<file path="config.mk">
export PLATFORM = sky130hd
export DESIGN_NAME = store_narrow_unit
export DESIGN_NICKNAME = d
export VERILOG_FILES = /design/src/rtl/mips_pkg.sv /design/src/rtl/store_lane_gen.sv /design/src/rtl/store_narrow_unit.sv
export SDC_FILE = /design/constraint.sdc
export NUM_CORES = 1
export LEC_CHECK = 0
export CAP_MARGIN = 40
export CORE_MARGIN = 1
export CORE_UTILIZATION = 35
export CTS_CLUSTER_DIAMETER = 60
export DETAILED_ROUTE_END_ITERATION = 16
export PLACE_DENSITY = 0.75
export SYNTH_ARGS = -nofsm -noshare
export SYNTH_HDL_FRONTEND = slang
export SYNTH_SLANG_ARGS = --single-unit
export TNS_END_PERCENT = 10
</file>
<file path="constraint.sdc">
create_clock -name clk -period 1.5 [get_ports clk]
set_input_delay 0.3 -clock clk [delete_from_list [all_inputs] [get_ports clk]]
set_output_delay 0.3 -clock clk [all_outputs]
set_load 0.005 [all_outputs]
</file>
<file path="src/rtl/mips_pkg.sv">
// Shared encodings for the store narrowing path: access sizes,
// store FSM states and the read-modify-write lane merge helper.
package mips_pkg;

   localparam logic [1:0] SIZE_BYTE = 2'b00;
   localparam logic [1:0] SIZE_HALF = 2'b01;
   localparam logic [1:0] SIZE_WORD = 2'b10;
   localparam logic [1:0] SIZE_RSVD = 2'b11;

   typedef enum logic [1:0] {
      IDLE   = 2'b00,
      READ   = 2'b01,
      WRITE  = 2'b10,
      FINISH = 2'b11
   } store_state_e;

   // Lanes with be=1 take new data, the rest keep the old word.
   function automatic logic [31:0] merge_lanes(
      input logic [31:0] new_d,
      input logic [31:0] old_d,
      input logic [3:0]  be
   );
      logic [31:0] r;
      for (int i = 0; i < 4; i++) begin
         r[i*8 +: 8] = be[i] ? new_d[i*8 +: 8] : old_d[i*8 +: 8];
      end
      return r;
   endfunction

endpackage

</file>
<file path="src/rtl/store_lane_gen.sv">
// Combinational lane steering for stores: replicates data into lanes,
// builds byte enables and flags misaligned/reserved-size requests.
// Ports: addr_lo, size, data in; wdata, be, misalign out.
module store_lane_gen
   import mips_pkg::*;
(
   input  logic [1:0]  addr_lo,
   input  logic [1:0]  size,
   input  logic [31:0] data,
   output logic [31:0] wdata,
   output logic [3:0]  be,
   output logic        misalign
);

   always_comb begin
      wdata    = data;
      be       = 4'b1111;
      misalign = 1'b0;
      unique case (size)
         SIZE_BYTE: begin
            wdata = {4{data[7:0]}};
            be    = 4'b0001 << addr_lo;
         end
         SIZE_HALF: begin
            wdata    = {2{data[15:0]}};
            be       = 4'b0011 << addr_lo;
            misalign = addr_lo[0];
         end
         SIZE_WORD: begin
            misalign = |addr_lo;
         end
         default: begin
            misalign = 1'b1;
         end
      endcase
   end

endmodule

</file>
<file path="src/rtl/store_narrow_unit.sv">
// Store narrowing unit: accepts one store at a time, drives a single
// word-aligned memory write (or read-then-write when STORE_RMW_EN is
// defined), then pulses done; misaligned requests pulse misalign.
// Ports: clk, rst_n; req_valid/req_ready/req_addr/req_size/req_data;
// done, misalign; mem_addr/mem_wdata/mem_be/mem_we/mem_re/mem_rdata/mem_ack.
module store_narrow_unit
   import mips_pkg::*;
(
   input  logic        clk,
   input  logic        rst_n,
   input  logic        req_valid,
   output logic        req_ready,
   input  logic [31:0] req_addr,
   input  logic [1:0]  req_size,
   input  logic [31:0] req_data,
   output logic        done,
   output logic        misalign,
   output logic [31:0] mem_addr,
   output logic [31:0] mem_wdata,
   output logic [3:0]  mem_be,
   output logic        mem_we,
   output logic        mem_re,
   input  logic [31:0] mem_rdata,
   input  logic        mem_ack
);

   store_state_e state_q, state_d;
   logic [31:0]  addr_q, addr_d;
   logic [31:0]  wdata_q, wdata_d;
   logic [3:0]   be_q, be_d;
   logic         mis_q, mis_d;

   logic [31:0]  lg_wdata;
   logic [3:0]   lg_be;
   logic         lg_mis;

   store_lane_gen u_lane_gen (
      .addr_lo  (req_addr[1:0]),
      .size     (req_size),
      .data     (req_data),
      .wdata    (lg_wdata),
      .be       (lg_be),
      .misalign (lg_mis)
   );

   always_comb begin
      state_d = state_q;
      addr_d  = addr_q;
      wdata_d = wdata_q;
      be_d    = be_q;
      mis_d   = 1'b0;
      unique case (state_q)
         IDLE: begin
            if (req_valid) begin
               if (lg_mis) begin
                  mis_d = 1'b1;
               end else begin
                  addr_d  = {req_addr[31:2], 2'b00};
                  wdata_d = lg_wdata;
                  be_d    = lg_be;
`ifdef STORE_RMW_EN
                  state_d = (req_size == SIZE_WORD) ? WRITE : READ;
`else
                  state_d = WRITE;
`endif
               end
            end
         end
         READ: begin
`ifdef STORE_RMW_EN
            if (mem_ack) begin
               wdata_d = merge_lanes(wdata_q, mem_rdata, be_q);
               be_d    = 4'b1111;
               state_d = WRITE;
            end
`else
            state_d = IDLE;
`endif
         end
         WRITE: begin
            if (mem_ack) state_d = FINISH;
         end
         FINISH: begin
            state_d = IDLE;
         end
      endcase
   end

   always_ff @(posedge clk or negedge rst_n) begin
      if (!rst_n) begin
         state_q <= IDLE;
         addr_q  <= '0;
         wdata_q <= '0;
         be_q    <= '0;
         mis_q   <= 1'b0;
      end else begin
         state_q <= state_d;
         addr_q  <= addr_d;
         wdata_q <= wdata_d;
         be_q    <= be_d;
         mis_q   <= mis_d;
      end
   end

   assign req_ready = (state_q == IDLE);
   assign done      = (state_q == FINISH);
   assign misalign  = mis_q;
   assign mem_we    = (state_q == WRITE);
   assign mem_addr  = addr_q;
   assign mem_wdata = wdata_q;
   assign mem_be    = be_q;

`ifdef STORE_RMW_EN
   assign mem_re = (state_q == READ);
`else
   logic unused_rdata;
   assign unused_rdata = ^mem_rdata;
   assign mem_re       = 1'b0;
`endif

endmodule

</file>
==> results.md, run 1 <==
## Timing
• **part of the cycle the worst path needs** 104%
• **Setup violations, final** 66
• **Hold WS** 0.428 ns
• **Total Negative Setup Slacks** -2.77 ns
• **post-route worst setup slack** -0.0646 ns
• **count of final max-slew check failures** 0
• **worst clock skew on the final layout** 0.00658 ns
• **endpoints failing hold** 0
• **Final Critical Period** 1.56 ns
• **unrepaired setup endpoints after global routing** yes
• **maximum frequency from static timing analysis** 0.639 GHz

## Setup path
• **endpoint of the worst-slack reg-to-reg timing path** mem_addr[15]$_DFFE_PN0P_
• **Critical path origin** state_q[0]$_DFFE_PN0P_
• **highest fanout seen on the critical path** 12
• **total buffers and inverters traversed by the critical path** 3
• **number of cells traversed by the worst register-to-register path** 6
• **critical path capture point** mem_addr[15]$_DFFE_PN0P_
• **origin of the critical flop-to-flop path** state_q[0]$_DFFE_PN0P_
• **slowest stage cell, crit path** dfrtp_1
• **capturing element type of the critical path** register
• **longest individual stage delay on the worst path** 0.43 ns
• **Setup crit start kind** register
• **ordered list of cells on the worst path** nor2_1, buf_4, nand4_4, buf_12, clkbuf_16, mux2_1
• **critical path data required time** 1.72 ns
• **register-to-register setup slack** -0.06 ns
• **logic depth of the worst setup path including buffers** 6
• **kind of cell adding the most delay to the critical path** buffers and inverters
• **category of the most critical setup path** register to register
• **WP data arrival** 1.78 ns

## Pwr
• **power per unit of standard cell area** 1570 nW/um^2
• **overall power** 7.95 mW
• **reported leakage power** 2.45 nW
• **Worst VDD drop** 0.978 mV

## Synth
• **most frequently used cell type in the post-synthesis netlist** dfrtp_1
• **most used flip-flop cell after synthesis** dfrtp_1
• **number of distinct library cells after synthesis** 28
• **sequential share of the synthesized area** 56.5%
• **yosys warns** 0
• **Synth Cell Area** 3060 um^2
• **largest area contributor in the synthesized netlist** dfrtp_1
• **top cells by count, synth** dfrtp_1, mux2_1, mux2_2, nand2_1, buf_2
• **area share of the leading cell type in the synthesized netlist** 56.5%
• **synthesized flop and latch total** 69
• **proportion of synthesized flip-flops having asynchronous set or reset** 100%
• **largest cells by area after synthesis** dfrtp_1, mux2_1, mux2_2, mux2i_1, buf_2
• **number of enable-type register cells in the synthesized netlist** 0
• **Gate Count Post-Synth** 217
• **mean instance size in the synthesized netlist** 14.1 um^2

## Placement
• **port bufs** 139
• **Final Wtd Congestion** 0.778
• **DP HPWL** 5760 um
• **post-placement worst setup slack** -0.526 ns
• **placement-stage cell area** 4710 um^2

## Route
• **post-route antenna net violation count** 0
• **Detailed Routing Iterations Pass 1** 3
• **detail-routed via count per cell** 4.74
• **total routed wirelength** 8170 um
• **wire length per cell** 16.6 um
• **DR DRC count** 0
• **initial drt markers** 58
• **count of vias placed by the detailed router** 2339

## Clock tree
• **worst-case clock buffer depth** 2
• **number of sinks driven by the clock tree** 69
• **CTS tree** yes
• **clock latency on the worst-skew pair** 0.33 ns
• **clk root buf** clkbuf_8
• **CTS buffer count** 9
• **Reg clk slew, reported paths** 0.07 ns
• **H-Tree Depth** 3

## Floorplan
• **core area** 8340 um^2
• **starting density of the core** 36.6%
• **Cell Rows** 33
• **die span in x** 95.4 um
• **height of the die** 95.4 um
• **die area** 9110 um^2
• **I/O pin cnt** 175

## Cells and area
• **ratio of cells with drive above 1 in the final layout** 25.0%
• **nets** 485
• **area of all placed cells without fillers** 5060 um^2
• **number of antenna cells inserted** 0
• **Syn-to-layout area delta** 65.6%

## Status
• **result of the run** complete, but fails checks
• **violations in the final reports** negative setup slack

## Flow run
• **number of max-cap violations** 0

## Global route
• **antenna violations before repair** 0
• **wire length of the first global-routing pass** 12000 um
• **vias in the first global route** 2421
• **pin count of the biggest net entering global routing** 42
• **GRT overflow** 0
• **total routing usage reported by global routing** 17.7%

## Min path
• **Hold/Removal Path Class** input pin to asynchronous set/reset pin

## flip-flops by register name, indices dropped and copies added, names as in the netlist
| register | count |
|---|---|
| mem_be | 4 |
| state_q | 2 |
| mem_addr | 30 |
| misalign | 1 |
| mem_wdata | 32 |
## what timing repair did
action,4_1_cts,5_1_grt
endpoints found under the hold margin,28,0
gates cloned,0,3
gates resized for setup,85,34
hold buffers,1,0
setup endpoints to repair,132,72
pin swaps,6,0
setup buffers,2,1
## final cells by class
type / count / area [um^2]
clock buffer: 11 / 131
clock inverter: 5 / 27.5
fill: 710 / 3280
multi-input combinational: 136 / 1410
sequential: 69 / 1730
tap: 105 / 131
timing repair buffer: 167 / 1630
## how the worst min path moves through the flow
stage	startpoint	endpoint	slack [ns]	cells past startpoint
after floorplan	rst_n	mem_addr[10]$_DFFE_PN0P_	0.004	0
after global placement	rst_n	mem_wdata[30]$_DFFE_PN0P_	0.25	1
after detailed placement	rst_n	mem_wdata[30]$_DFFE_PN0P_	0.25	1
after CTS	rst_n	mem_wdata[30]$_DFFE_PN0P_	0.42	2
after global routing	rst_n	mem_wdata[30]$_DFFE_PN0P_	0.45	2
final	rst_n	mem_wdata[30]$_DFFE_PN0P_	0.43	2
## layout by cell type (no fill, tap or decap), types with 2 or more instances in the layout
master           instances
clkbuf_1                 2
clkdlybuf4s15_1          2
dfrtp_1                 69
mux2_2                  12
nand2_1                 11
mux2_4                  35
a21oi_1                  3
buf_6                    4
clkdlybuf4s50_1         67
clkinv_2                 4
o21ai_0                  8
buf_12                   4
dlygate4sd2_1           65
mux2_1                  32
dlymetal6s2s_1           3
mux2i_1                  8
buf_4                   17
and2_1                   2
o21ai_2                  2
conb_1                   3
a221o_1                  2
clkbuf_8                 9
clkbuf_16                2
nand2b_1                 3
a21o_1                   2
## worst reg2reg max path: stages, from the launching register on
cell       delay [ns]
dfrtp_1          0.43
nor2_1           0.13
buf_4            0.15
nand4_4          0.10
buf_12           0.17
clkbuf_16        0.18
mux2_1           0.31
## power by group
part	internal (mW)	switching, mW
combinational	2.28	1.14
clock	0.589	0.671
sequential	2.79	0.475
total	5.66	2.29
## per-layer routing
metal / global-route usage [%] / part of all wire, % / up-vias
li1: - / - / 1101
met1: 22.3 / 44 / 1156
met2: 28.2 / 48 / 73
met3: 5.82 / 6.3 / 9
met4: 6.84 / 1.5 / 0
met5: 0 / 0 / -
## stage by stage
step | util, % | cells
final | 60.7 | 493
after global routing | 60.7 | 493
after CTS | 58.2 | 489
after detailed placement | 56.5 | 470
after global placement | 56.5 | 470
after floorplan | - | 219
## logic make-up (layout without fill, tap and decap cells)
| family | count (synthesis) | in the layout | synth area share (%) |
|---|---|---|---|
| and+or+nand+nor | 25 | 25 | 4.67 |
| other | 1 | 3 | 0.123 |
| xor gates and xnor gates | 1 | 1 | 0.287 |
| AOI/OAI and AO/OA | 20 | 20 | 4.18 |
| DFF | 69 | 69 | 56.5 |
| muxes | 87 | 87 | 31.7 |
| buffers and inverters | 14 | 183 | 2.50 |
No activity file was read; power rests on OpenSTA's default activity.
==> run 2: changes to the inputs <==
--- a/config.mk
+++ b/config.mk
@@ -7,10 +7,11 @@
 export LEC_CHECK = 0
 export CAP_MARGIN = 40
 export CORE_MARGIN = 1
-export CORE_UTILIZATION = 35
+export CORE_UTILIZATION = 55
 export CTS_CLUSTER_DIAMETER = 60
 export DETAILED_ROUTE_END_ITERATION = 16
-export PLACE_DENSITY = 0.75
+export DONT_BUFFER_PORTS = 1
+export PLACE_DENSITY = 0.7
 export SYNTH_ARGS = -nofsm -noshare
 export SYNTH_HDL_FRONTEND = slang
 export SYNTH_SLANG_ARGS = --single-unit
==> constraint.sdc (replaced) <==
create_clock -name clk -period 1.3 [get_ports clk]
set_input_delay 0.26 -clock clk [delete_from_list [all_inputs] [get_ports clk]]
set_output_delay 0.26 -clock clk [all_outputs]
set_load 0.005 [all_outputs]
==> run 2 against run 1 <==
Against the previous run:
- the run ends with negative hold slack, negative setup slack left
- critical path type unchanged
- die area fell by 36%
- maximum frequency up 6.3%
- clock-buffer cell count did not move
- final cell count decreased by 40%
- hold slack got worse by 0.81 ns
- sequential cell count is the same
- utilization increased by 5.3 points
==> results.md, run 2 (synthesized netlist as in run 1, its figures left out) <==
## Status
• **result of the run** complete, but fails checks
• **violations in the final reports** negative hold slack, negative setup slack

## Clock tree
• **worst-case clock buffer depth** 2
• **CTS buffer count** 9
• **clk root buf** clkbuf_8
• **CTS tree** yes
• **clock latency on the worst-skew pair** 0.33 ns
• **H-Tree Depth** 3
• **Reg clk slew, reported paths** 0.07 ns
• **number of buffers inserted by post-CTS setup repair** 0
• **number of sinks driven by the clock tree** 69

## Floorplan
• **die span in x** 76.5 um
• **die area** 5860 um^2
• **core area** 5240 um^2
• **height of the die** 76.5 um
• **Cell Rows** 26
• **I/O pin cnt** 175
• **starting density of the core** 58.3%

## Timing
• **count of final max-slew check failures** 0
• **Setup violations, final** 67
• **maximum frequency from static timing analysis** 0.680 GHz
• **part of the cycle the worst path needs** 113%
• **Hold WS** -0.385 ns
• **unrepaired setup endpoints after global routing** yes
• **worst clock skew on the final layout** 0.00876 ns
• **Final Critical Period** 1.47 ns
• **endpoints failing hold** 69
• **post-route worst setup slack** -0.171 ns

## Route
• **Detailed Routing Iterations Pass 1** 4
• **post-route antenna net violation count** 0
• **total routed wirelength** 6210 um
• **DR DRC count** 0
• **initial drt markers** 96
• **count of vias placed by the detailed router** 1767
• **detail-routed via count per cell** 6.01
• **wire length per cell** 21.1 um

## Placement
• **port bufs** 0
• **DP HPWL** 4190 um
• **post-placement worst setup slack** -0.156 ns
• **Final Wtd Congestion** 0.771

## Setup path
• **logic depth of the worst setup path including buffers** 2
• **highest fanout seen on the critical path** 5
• **critical path data required time** 1.51 ns
• **category of the most critical setup path** register to register
• **ordered list of cells on the worst path** or4b_4, a221o_1
• **number of cells traversed by the worst register-to-register path** 2
• **Setup crit start kind** register
• **capturing element type of the critical path** register
• **longest individual stage delay on the worst path** 0.57 ns
• **total buffers and inverters traversed by the critical path** 0
• **WP data arrival** 1.68 ns
• **slowest stage cell, crit path** or4b_4
• **kind of cell adding the most delay to the critical path** simple AND/OR/NAND/NOR gates

## Global route
• **GRT overflow** 0
• **wire length of the first global-routing pass** 9480 um
• **total routing usage reported by global routing** 21.6%
• **met3 Resource Use GR** 9.82%
• **met1 Track Usage GR** 24.0%
• **busiest grt layer** met2
• **global routing usage on met2** 34.9%
• **antenna violations before repair** 0
• **pin count of the biggest net entering global routing** 70
• **vias in the first global route** 1855

## Cells and area
• **Syn-to-layout area delta** 13.1%
• **most frequent standard cell in the layout excluding fill and tap cells** dfrtp_1
• **Largest register FFs** 32
• **Final Util** 66.0%
• **number of antenna cells inserted** 0
• **nets** 321
• **ratio of cells with drive above 1 in the final layout** 26.3%
• **commonest non-fill, non-tap cells in the layout** dfrtp_1, mux2_1, mux2_4

## Min path
• **Hold/Removal Path Class** input pin to asynchronous set/reset pin

## Pwr
• **power per unit of standard cell area** 2190 nW/um^2
• **reported leakage power** 1.56 nW
• **Worst VDD drop** 1.25 mV

## Flow run
• **number of max-cap violations** 0

==> run 2: cell count changes in the layout (fill, tap and decap cells not counted), moves of 3 or more <==
cell / previous run / this run
buf_4: 17 / 1
buf_6: 4 / 0
clkdlybuf4s50_1: 67 / 0
dlygate4sd2_1: 65 / 0
dlymetal6s2s_1: 3 / 0
mux2_1: 32 / 47
mux2_4: 35 / 20
==> run 2: layout make-up <==
| class | instances | area, um^2 |
|---|---|---|
| fillers | 391 | 1780 |
| flip-flops and latches | 69 | 1730 |
| multi-input cells | 136 | 1380 |
| clock buffers | 11 | 131 |
| well taps | 70 | 87.6 |
| clock inverters | 5 | 75.1 |
| repair buffers | 3 | 47.5 |
==> run 2: report_power, final <==
| group | leakage (nW) | internal [mW] | switching, mW |
|---|---|---|---|
| combinational | 0.634 | 1.08 | 0.529 |
| clock | 0.107 | 1.07 | 0.732 |
| sequential | 0.821 | 3.23 | 0.907 |
| total | 1.56 | 5.38 | 2.17 |
==> run 2: layer usage <==
layer / wire (um) / up-vias
met2: 3090 / 105
met3: 629 / 14
met1: 2380 / 876
met5: 0 / -
li1: - / 772
met4: 122 / 0
==> run 2: what timing repair did <==
action                                 in CTS  in global routing
endpoints found under the hold margin      69                 69
setup endpoints to repair                  68                 68
pin swaps                                   1                  0
gates resized for setup                     4                 16
==> run 2: worst reg2reg max path, cell delays in order, from the launching register on <==
cell	delay, ns
dfrtp_2	0.45
or4b_4	0.57
a221o_1	0.34
==> run 2: final timing paths <==
| kind | start | endpoint | slack, ns |
|---|---|---|---|
| setup / recovery | state_q[1]$_DFFE_PN0P_ | mem_be[1]$_DFFE_PN0P_ | -0.17 |
| hold / removal | rst_n | mem_be[3]$_DFFE_PN0P_ | -0.38 |
| setup reg to reg | state_q[1]$_DFFE_PN0P_ | mem_be[1]$_DFFE_PN0P_ | -0.17 |
| hold reg to reg | mem_be[2]$_DFFE_PN0P_ | mem_be[2]$_DFFE_PN0P_ | 0.52 |
| max in group asynchronous | rst_n | mem_addr[9]$_DFFE_PN0P_ | 1.58 |
| min in group clk | req_valid | misalign$_DFF_PN0_ | 0.04 |
==> run 2: stage by stage <==
step	cell area (um^2)	total power, mW	std cells	TNS, ns
4_1_cts	3400	7.43	294	-5.50
2_1_floorplan	3170	5.10	219	-5.15
6_report	3450	7.55	294	-5.31
3_5_place_dp	3180	5.54	278	-4.58
5_1_grt	3450	7.98	294	-9.20
3_3_place_gp	3180	5.38	278	-2.70
==> run 3: changes to the inputs <==
--- a/config.mk
+++ b/config.mk
@@ -15,4 +15,4 @@
 export SYNTH_ARGS = -nofsm -noshare
 export SYNTH_HDL_FRONTEND = slang
 export SYNTH_SLANG_ARGS = --single-unit
-export TNS_END_PERCENT = 10
+export TNS_END_PERCENT = 20
==> run 3 against run 2 <==
Against the previous run:
- the run still ends with negative hold slack, negative setup slack left
- sequential share of layout area decreased by 0.20 points
- clock skew decreased by 0.0026 ns
- combinational power up 5%
- clock-buffer cell count did not move
- critical path depth is the same
- critical endpoint is now mem_be[3]$_DFFE_PN0P_
==> results.md, run 3 (synthesized netlist as in run 1, its figures left out) <==
## Status
• **result of the run** complete, but fails checks
• **violations in the final reports** negative hold slack, negative setup slack

## Timing
• **worst clock skew on the final layout** 0.00615 ns
• **Hold WS** -0.381 ns
• **Final Critical Period** 1.46 ns
• **count of final max-slew check failures** 0
• **maximum frequency from static timing analysis** 0.685 GHz
• **post-route worst setup slack** -0.160 ns
• **Setup violations, final** 68
• **endpoints failing hold** 69
• **part of the cycle the worst path needs** 112%
• **unrepaired setup endpoints after global routing** yes

## Setup path
• **WP data arrival** 1.67 ns
• **highest fanout seen on the critical path** 5
• **category of the most critical setup path** register to register
• **capturing element type of the critical path** register
• **critical path data required time** 1.51 ns
• **Setup crit start kind** register

## Route
• **Detailed Routing Iterations Pass 1** 4
• **initial drt markers** 79
• **total routed wirelength** 6420 um
• **count of vias placed by the detailed router** 1787
• **post-route antenna net violation count** 0
• **wire length per cell** 21.8 um
• **detail-routed via count per cell** 6.08
• **DR DRC count** 0

## Cells and area
• **ratio of cells with drive above 1 in the final layout** 29.0%
• **Largest register FFs** 32
• **number of antenna cells inserted** 0
• **Layout Cells excl Fill** 294
• **most frequent standard cell in the layout excluding fill and tap cells** dfrtp_1
• **area of all placed cells without fillers** 3470 um^2
• **commonest non-fill, non-tap cells in the layout** dfrtp_1, mux2_1, mux2_4
• **Syn-to-layout area delta** 13.5%
• **nets** 322

## Clock tree
• **CTS buffer count** 9
• **clock latency on the worst-skew pair** 0.33 ns
• **Reg clk slew, reported paths** 0.07 ns
• **clk root buf** clkbuf_8
• **number of sinks driven by the clock tree** 69
• **CTS tree** yes
• **number of buffers inserted by post-CTS setup repair** 0
• **H-Tree Depth** 3
• **worst-case clock buffer depth** 2

## Placement
• **Final Wtd Congestion** 0.785
• **post-placement worst setup slack** -0.144 ns
• **placement-stage cell area** 3190 um^2
• **DP HPWL** 4410 um
• **port bufs** 0
• **cell count after placement** 279

## Floorplan
• **I/O pin cnt** 175
• **die area** 5860 um^2
• **Cell Rows** 26
• **starting density of the core** 58.3%
• **die span in x** 76.5 um
• **core area** 5240 um^2
• **height of the die** 76.5 um

## Global route
• **total routing usage reported by global routing** 22.6%
• **pin count of the biggest net entering global routing** 70
• **busiest grt layer** met2
• **antenna violations before repair** 0
• **wire length of the first global-routing pass** 9920 um
• **global routing usage on met2** 36.8%
• **met3 Resource Use GR** 7.43%
• **met1 Track Usage GR** 25.2%
• **vias in the first global route** 2010
• **GRT overflow** 0

## Min path
• **Hold/Removal Path Class** input pin to asynchronous set/reset pin

## Pwr
• **reported leakage power** 1.58 nW
• **power per unit of standard cell area** 2180 nW/um^2
• **Worst VDD drop** 1.15 mV
• **overall power** 7.55 mW

## Flow run
• **number of max-cap violations** 0

## run 3: layer usage
metal	share of wire [%]	routed length (um)
met1	38	2440
met2	51	3260
met3	8.3	531
met4	3.0	191
met5	0	0
## run 3: repair_timing
| item | 4_1_cts | 5_1_grt |
|---|---|---|
| pin swaps | 1 | 1 |
| gates cloned | 0 | 0 |
| resized for setup | 5 | 18 |
| setup endpoints to repair | 69 | 69 |
| endpoints found under the hold margin | 69 | 69 |
## run 3: where the power goes
group | internal, mW | leakage [nW] | total [mW] | switching, mW
combinational | 1.13 | 0.655 | 1.69 | 0.555
sequential | 3.23 | 0.821 | 4.13 | 0.903
clock | 0.973 | 0.101 | 1.73 | 0.758
total | 5.34 | 1.58 | 7.55 | 2.22
## run 3: final timing paths
check | to | slack, ns | cells past startpoint | from
setup / recovery | mem_be[3]$_DFFE_PN0P_ | -0.16 | 2 | state_q[1]$_DFFE_PN0P_
hold reg to reg | mem_be[2]$_DFFE_PN0P_ | 0.52 | 1 | mem_be[2]$_DFFE_PN0P_
min in group clk | mem_addr[18]$_DFFE_PN0P_ | 0.05 | 1 | req_addr[18]
hold / removal | mem_be[1]$_DFFE_PN0P_ | -0.38 | 0 | rst_n
setup reg to reg | mem_be[3]$_DFFE_PN0P_ | -0.16 | 2 | state_q[1]$_DFFE_PN0P_
max in group asynchronous | mem_wdata[7]$_DFFE_PN0P_ | 1.54 | 0 | rst_n
## run 3: final cells by class
type / count / area (um^2)
fill: 378 / 1770
sequential: 69 / 1730
multi-input combinational: 136 / 1400
clock buffer: 11 / 151
tap: 70 / 87.6
timing repair buffer: 4 / 55.1
clock inverter: 4 / 47.5
## run 3: metrics by stage
stage	TNS (ns)	utilization, %
floorplan	-5.15	-
global placement	-1.59	60.9
detailed placement	-3.54	60.9
CTS	-4.42	65.0
global route	-7.81	66.2
finish	-4.23	66.2
## run 3: worst max-delay path: stages (launching register included)
cell	delay, ns
dfrtp_2	0.44
or4b_4	0.56
a221o_1	0.34
